File: src/rtl/reg_file.sv
// 32-entry register file with two combinational read ports and registered operand latches A/B.
// Define REGFILE_BYPASS_EN to forward same-cycle write data to the read ports.
module reg_file #(
  parameter int DATA_W = 32,
  parameter int NREGS  = 32
) (
  input  logic              clk,
  input  logic              rst,
  input  logic              RegWrite,
  input  logic [4:0]        RA,
  input  logic [4:0]        RB,
  input  logic [4:0]        WA,
  input  logic [DATA_W-1:0] WD,
  output logic [DATA_W-1:0] rdA,
  output logic [DATA_W-1:0] rdB,
  output logic [DATA_W-1:0] A,
  output logic [DATA_W-1:0] B
);

  logic [DATA_W-1:0] r_regs [NREGS];
  logic [DATA_W-1:0] r_a;
  logic [DATA_W-1:0] r_b;
  logic [DATA_W-1:0] w_rd_a;
  logic [DATA_W-1:0] w_rd_b;

  // Register 0 is hard-wired to zero on the read side, so its storage is never consulted.
  always_comb begin
    w_rd_a = (RA == 5'd0) ? '0 : r_regs[RA];
    w_rd_b = (RB == 5'd0) ? '0 : r_regs[RB];
`ifdef REGFILE_BYPASS_EN
    if (RegWrite && (WA != 5'd0) && (WA == RA)) w_rd_a = WD;
    if (RegWrite && (WA != 5'd0) && (WA == RB)) w_rd_b = WD;
`endif
  end

  always_ff @(posedge clk) begin
    if (rst) begin
      // NOTE: the whole array is cleared on reset so no X can ever leave it; a reset
      // also outranks any write presented in the same cycle.
      for (int i = 0; i < NREGS; i++) begin
        r_regs[i] <= '0;
      end
      r_a <= '0;
      r_b <= '0;
    end else begin
      if (RegWrite && (WA != 5'd0)) begin
        r_regs[WA] <= WD;
      end
      r_a <= w_rd_a;
      r_b <= w_rd_b;
    end
  end

  assign rdA = w_rd_a;
  assign rdB = w_rd_b;
  assign A   = r_a;
  assign B   = r_b;

endmodule

File: config.mk
export PLATFORM = sky130hd
export DESIGN_NAME = reg_file
export DESIGN_NICKNAME = d
export VERILOG_FILES = /design/src/rtl/reg_file.sv
export SDC_FILE = /design/constraint.sdc
export NUM_CORES = 2
export LEC_CHECK = 0
export CORE_ASPECT_RATIO = 0.6
export CORE_MARGIN = 4
export CORE_UTILIZATION = 37
export CTS_CLUSTER_SIZE = 40
export DETAILED_ROUTE_END_ITERATION = 8
export PLACE_DENSITY = 0.5
export REMOVE_ABC_BUFFERS = 1
export SYNTH_ARGS = -nofsm -noshare
export SYNTH_HDL_FRONTEND = slang
export SYNTH_SLANG_ARGS = --single-unit
File: constraint.sdc
create_clock -name clk -period 2.24 [get_ports clk]
set_clock_uncertainty 0.1 [all_clocks]
set_input_delay 0.224 -clock clk [delete_from_list [all_inputs] [get_ports clk]]
set_output_delay 0.224 -clock clk [all_outputs]
set_load 0.02 [all_outputs]
## After elaboration in Yosys (flattened, before gate mapping)

Memory sizes are Yosys's and may differ from the RTL's.
Index checks and enable logic that the tools add are counted.

| operators by class | value |
|---|---|
| muxes and demuxes | 10 |
| reduce and logical (&&, ||, !) cells | 5 |

Operator list:

| cell | count |
|---|---|
| $mux W32 | 3 |
| $reduce_or A32 Y1 | 1 |
| $logic_not A5 Y1 | 2 |
| $mux W1 | 6 |
| $mux W5 | 1 |
| $reduce_bool A5 Y1 | 1 |
| $logic_and A1 B1 Y1 | 1 |

| storage, ports and cells | value |
|---|---|
| bits in registers | 64 |
| RAM bits | 1024 |
| bits of input ports | 50 |
| logic and storage cells | 18 |
| memories | 1 |

Memory list:

| name | depth | width | rd ports | clocked after Yosys merged registers in | write ports | line | text |
|---|---|---|---|---|---|---|---|
| r_regs | 32 | 32 | 2 | 0 | 32 | 20 | `logic [DATA_W-1:0] r_regs [NREGS];` |

## Logic depth before layout (Yosys ltp)

| logic depth | value |
|---|---|
| depth after elaboration | 7 |
| gate-level depth with buffers | 10 |

## Least setup slack after synthesis

OpenSTA, ideal clock, no wires.

| timing | value |
|---|---|
| path type | input port to output port |
| start point | input port RB[0] |
| end point | output port rdB[1] |
| data arrival time | 1.864 ns |
| data required time | 1.916 ns |
| slack | 0.052 ns |
| stages | 7 |
| path buffers | 3 |
| cells stage by stage | buf_4 > buf_4 > buf_2 > mux4_2 > a22o_1 > o21ai_0 > nor2_1 |

| between the ends | value |
|---|---|
| word-level cells in the longest chain between the ends | 2 |
| elaborated cells on any way between the ends | 3 |
| those cells by class | mux: 1; reduce/logical: 1; memory: 1 |

RTL lines:

| item | line | text |
|---|---|---|
| start, declared | 11 | `input logic [4:0] RB,` |
| $mem_v2 Z32 W32 or $logic_not A5 Y1 (tied branches) | n/a |  |
| $mux W32 (*) | 29 | `w_rd_b = (RB == 5'd0) ? '0 : r_regs[RB];` |
| end, declared | 15 | `output logic [DATA_W-1:0] rdB,` |

Mark *: on every way between the ends. The rest lies on a longest branch, timed or not.

==> metrics.txt <==
status complete, but fails checks; failing checks negative setup slack; Seq cells post-synth 1088; pwr/cell area 715 nW/um^2; Final min period 3.01 ns; initial antenna violation count 34; crit path cell chain mux4_2 > a22o_1 > a2111oi_4 > a41o_1 > nor2_1 > buf_2; worst r2r src r_regs[27][16]; io pins 178; Syn Std Cell Area 56700 sq um; crit-path max FO 2; startpoint types flip-flop; CP peak stage delay 0.53 ns; fraction of layout cells with a size suffix above 1 31.5%; final net count 4914; largest net degree at the start of global routing 59; setup TNS -31.12 ns; Post-Synthesis Cells 4237; CP max-delay cell mux4_2; Worst Hold Launch RB[4]; die area 160000 sq um; RSZ-0062 raised after global routing yes; actual slew at the worst max-slew pin 0.582 ns; Static Leak 27.6 nW; DR vias 41000; GP Congestion 0.893; Clock Path Buffers 3; Total Wirelength 237000 um; total grt overflow 0; TritonRoute pass-1 iters 7; gr usage total 29.0%; CTS H-tree depth 3; share of the synthesized area in the top cell type 54.3%; FF-to-FF End B[16]; final hold violation count 0; vias in the first global route 39600; critical path arrival 2.69 ns; hold_ws 0.208 ns; Crit Path Class reg2out; clock latency on the worst-skew pair 0.77 ns; first-pass GRT wire length 324000 um; CTS clk-pin slew, worst paths 0.06 ns; MaxCap Viol Count 0; routed length per instance 33.9 um; clock buffer count from CTS 113; clk sinks 1088; Crit. End Element output pin; # DRC 0; dpl cells 6692; peak supply drop 564 uV; r2r setup slk 0.16 ns; worst setup margin -0.769 ns; Register-to-Register Path Depth 8; CTS tree built; Hold Path End B[19]; Worst slew margin 61.2%; Pwr Total 52.5 mW; # rows 110; Clock Tree Root clkbuf_16; DRT iter0 DRCs 5959; Setup-failing EPs final 64; Die Wd 513 um; DP HPWL 161000 um; Core ar. 151000 sq um; post-synthesis cell type count 41; synthesis-to-finish area growth 29.4%; Synth Warn # 0; quantity of I/O buffers inserted on ports 177; Layout Cells excl Fill 6993; Synth Area per Inst 13.4 sq um; hold depth 6; Fmax 332 MHz; ranking of synthesized cells by area edfxtp_1, and2_1, mux2i_1; Via-to-Cell Ratio 5.87; sequential share of the synthesized area 56.5%; Final Util 48.5%; initial core utilization 37.5%; Final period util 134%; HP Class in2reg; height of the die 311 um; largest area contributor in the netlist edfxtp_1; ANT nets after route 0; CP required 1.92 ns; fin. max-slew vios 0
[cells in the mapped netlist]
library cell	n
o22ai_1	25
a2bb2oi_1	9
o211ai_1	13
conb_1	1
and2_1	1026
a41o_1	19
o2111ai_1	6
nand2b_1	3
or3b_2	2
a21oi_1	141
or3b_1	1
or2_2	32
or2_0	1
clkbuf_1	308
a22oi_1	282
buf_4	28
nand3b_1	4
nor4_1	32
buf_6	8
nor2_1	100
buf_8	1
a2111oi_2	10
o21ai_0	7
edfxtp_1	1024
a2111oi_1	9
o22a_1	17
buf_1	10
nor4_2	1
mux4_2	192
mux2i_1	612
mux2_2	28
or3_1	3
nor2b_1	37
nor3b_2	1
nand4_1	7
buf_2	77
nand2_1	55
nand3_1	2
dfxtp_1	64
a22o_1	38
nor4b_2	1
[registers in the layout, indices dropped and copies added (netlist names)]
register / cells
A: 32
B: 32
r_regs: 1024
[metrics by stage]
| stage | setup WS [ns] | cell area [sq um] |
|---|---|---|
| 2_1_floorplan | -3.38 | 54900 |
| 3_3_place_gp | -1.41 | 67000 |
| 3_5_place_dp | -1.42 | 67000 |
| 4_1_cts | -0.823 | 72500 |
| 5_1_grt | -0.877 | 73300 |
| 6_report | -0.769 | 73300 |
[repair_timing]
action                                  4_1_cts  5_1_grt
endpoints found under the setup margin       68       64
pin swaps                                   177      117
resized for setup                           555      154
setup buffers                                66       21
hold buffers                                  2        0
cloned                                        9        0
endpoints found under the hold margin        27        0
[logic make-up after synthesis]
logic type / after synthesis / share of synthesized area, %
AND/OR/NAND/NOR: 1308 / 13.8
multiplexers: 832 / 19.0
AO/OA/AOI/OAI: 576 / 7.33
other: 1 / 0.00662
buffers and inverters: 432 / 3.34
flip-flops: 1088 / 56.5
[power breakdown]
| group | switching [mW] | total (mW) | internal, mW |
|---|---|---|---|
| registers | 0.690 | 24.1 | 23.4 |
| logic | 4.71 | 8.55 | 3.84 |
| clock network | 8.73 | 19.8 | 11.1 |
| total | 14.1 | 52.5 | 38.3 |
[worst max-delay path by stage]
| stage | startpoint | end | slack (ns) | cells past startpoint |
|---|---|---|---|---|
| after floorplan | RA[2] | rdA[11] | -3.38 | 5 |
| after global placement | RA[0] | rdA[21] | -1.41 | 10 |
| after detailed placement | RA[2] | rdA[2] | -1.42 | 11 |
| after CTS | r_regs[10][21] | rdB[21] | -0.82 | 6 |
| after global routing | r_regs[15][29] | rdB[29] | -0.88 | 6 |
| final | r_regs[10][21] | rdB[21] | -0.77 | 6 |
[layout by cell type (no fill, tap or decap), drive strengths merged, types with 33 or more instances in the layout]
master,count
a22o,38
and2,1027
nor2b,37
mux4,192
clkinv,44
edfxtp,1024
dfxtp,64
nand2,55
mux2i,612
a21oi,141
nor2,100
clkbuf,144
a22oi,282
or2,33
nor4,33
clkdlybuf4s50,104
buf,798
[cell type report]
| type | count | area (sq um) |
|---|---|---|
| Antenna cell | 19 | 47.5 |
| Clock buffer | 144 | 3090 |
| Clock inverter | 65 | 644 |
| Fill cell | 13100 | 77800 |
| Multi-Input combinational cell | 2749 | 24900 |
| Sequential cell | 1088 | 32000 |
| Tap cell | 2016 | 2520 |
| Timing Repair Buffer | 912 | 10100 |
[critical path, delay by kind of cell (launching register included)]
kind                   cells  cell delay (ns)
AND/OR/NAND/NOR            1             0.06
flip-flops                 1             0.44
AO/OA/AOI/OAI              3             0.73
buffers and inverters      1             0.16
multiplexers               1             0.53
[layer usage]
layer	vias up	wire length [um]	GRT usage, %
met4	2	5850	6.86
met1	21000	108000	44.5
li1	17200	-	-
met3	340	29500	9.87
met2	2504	94200	38.9
met5	-	18	0
No activity file was read; power rests on OpenSTA's default activity.
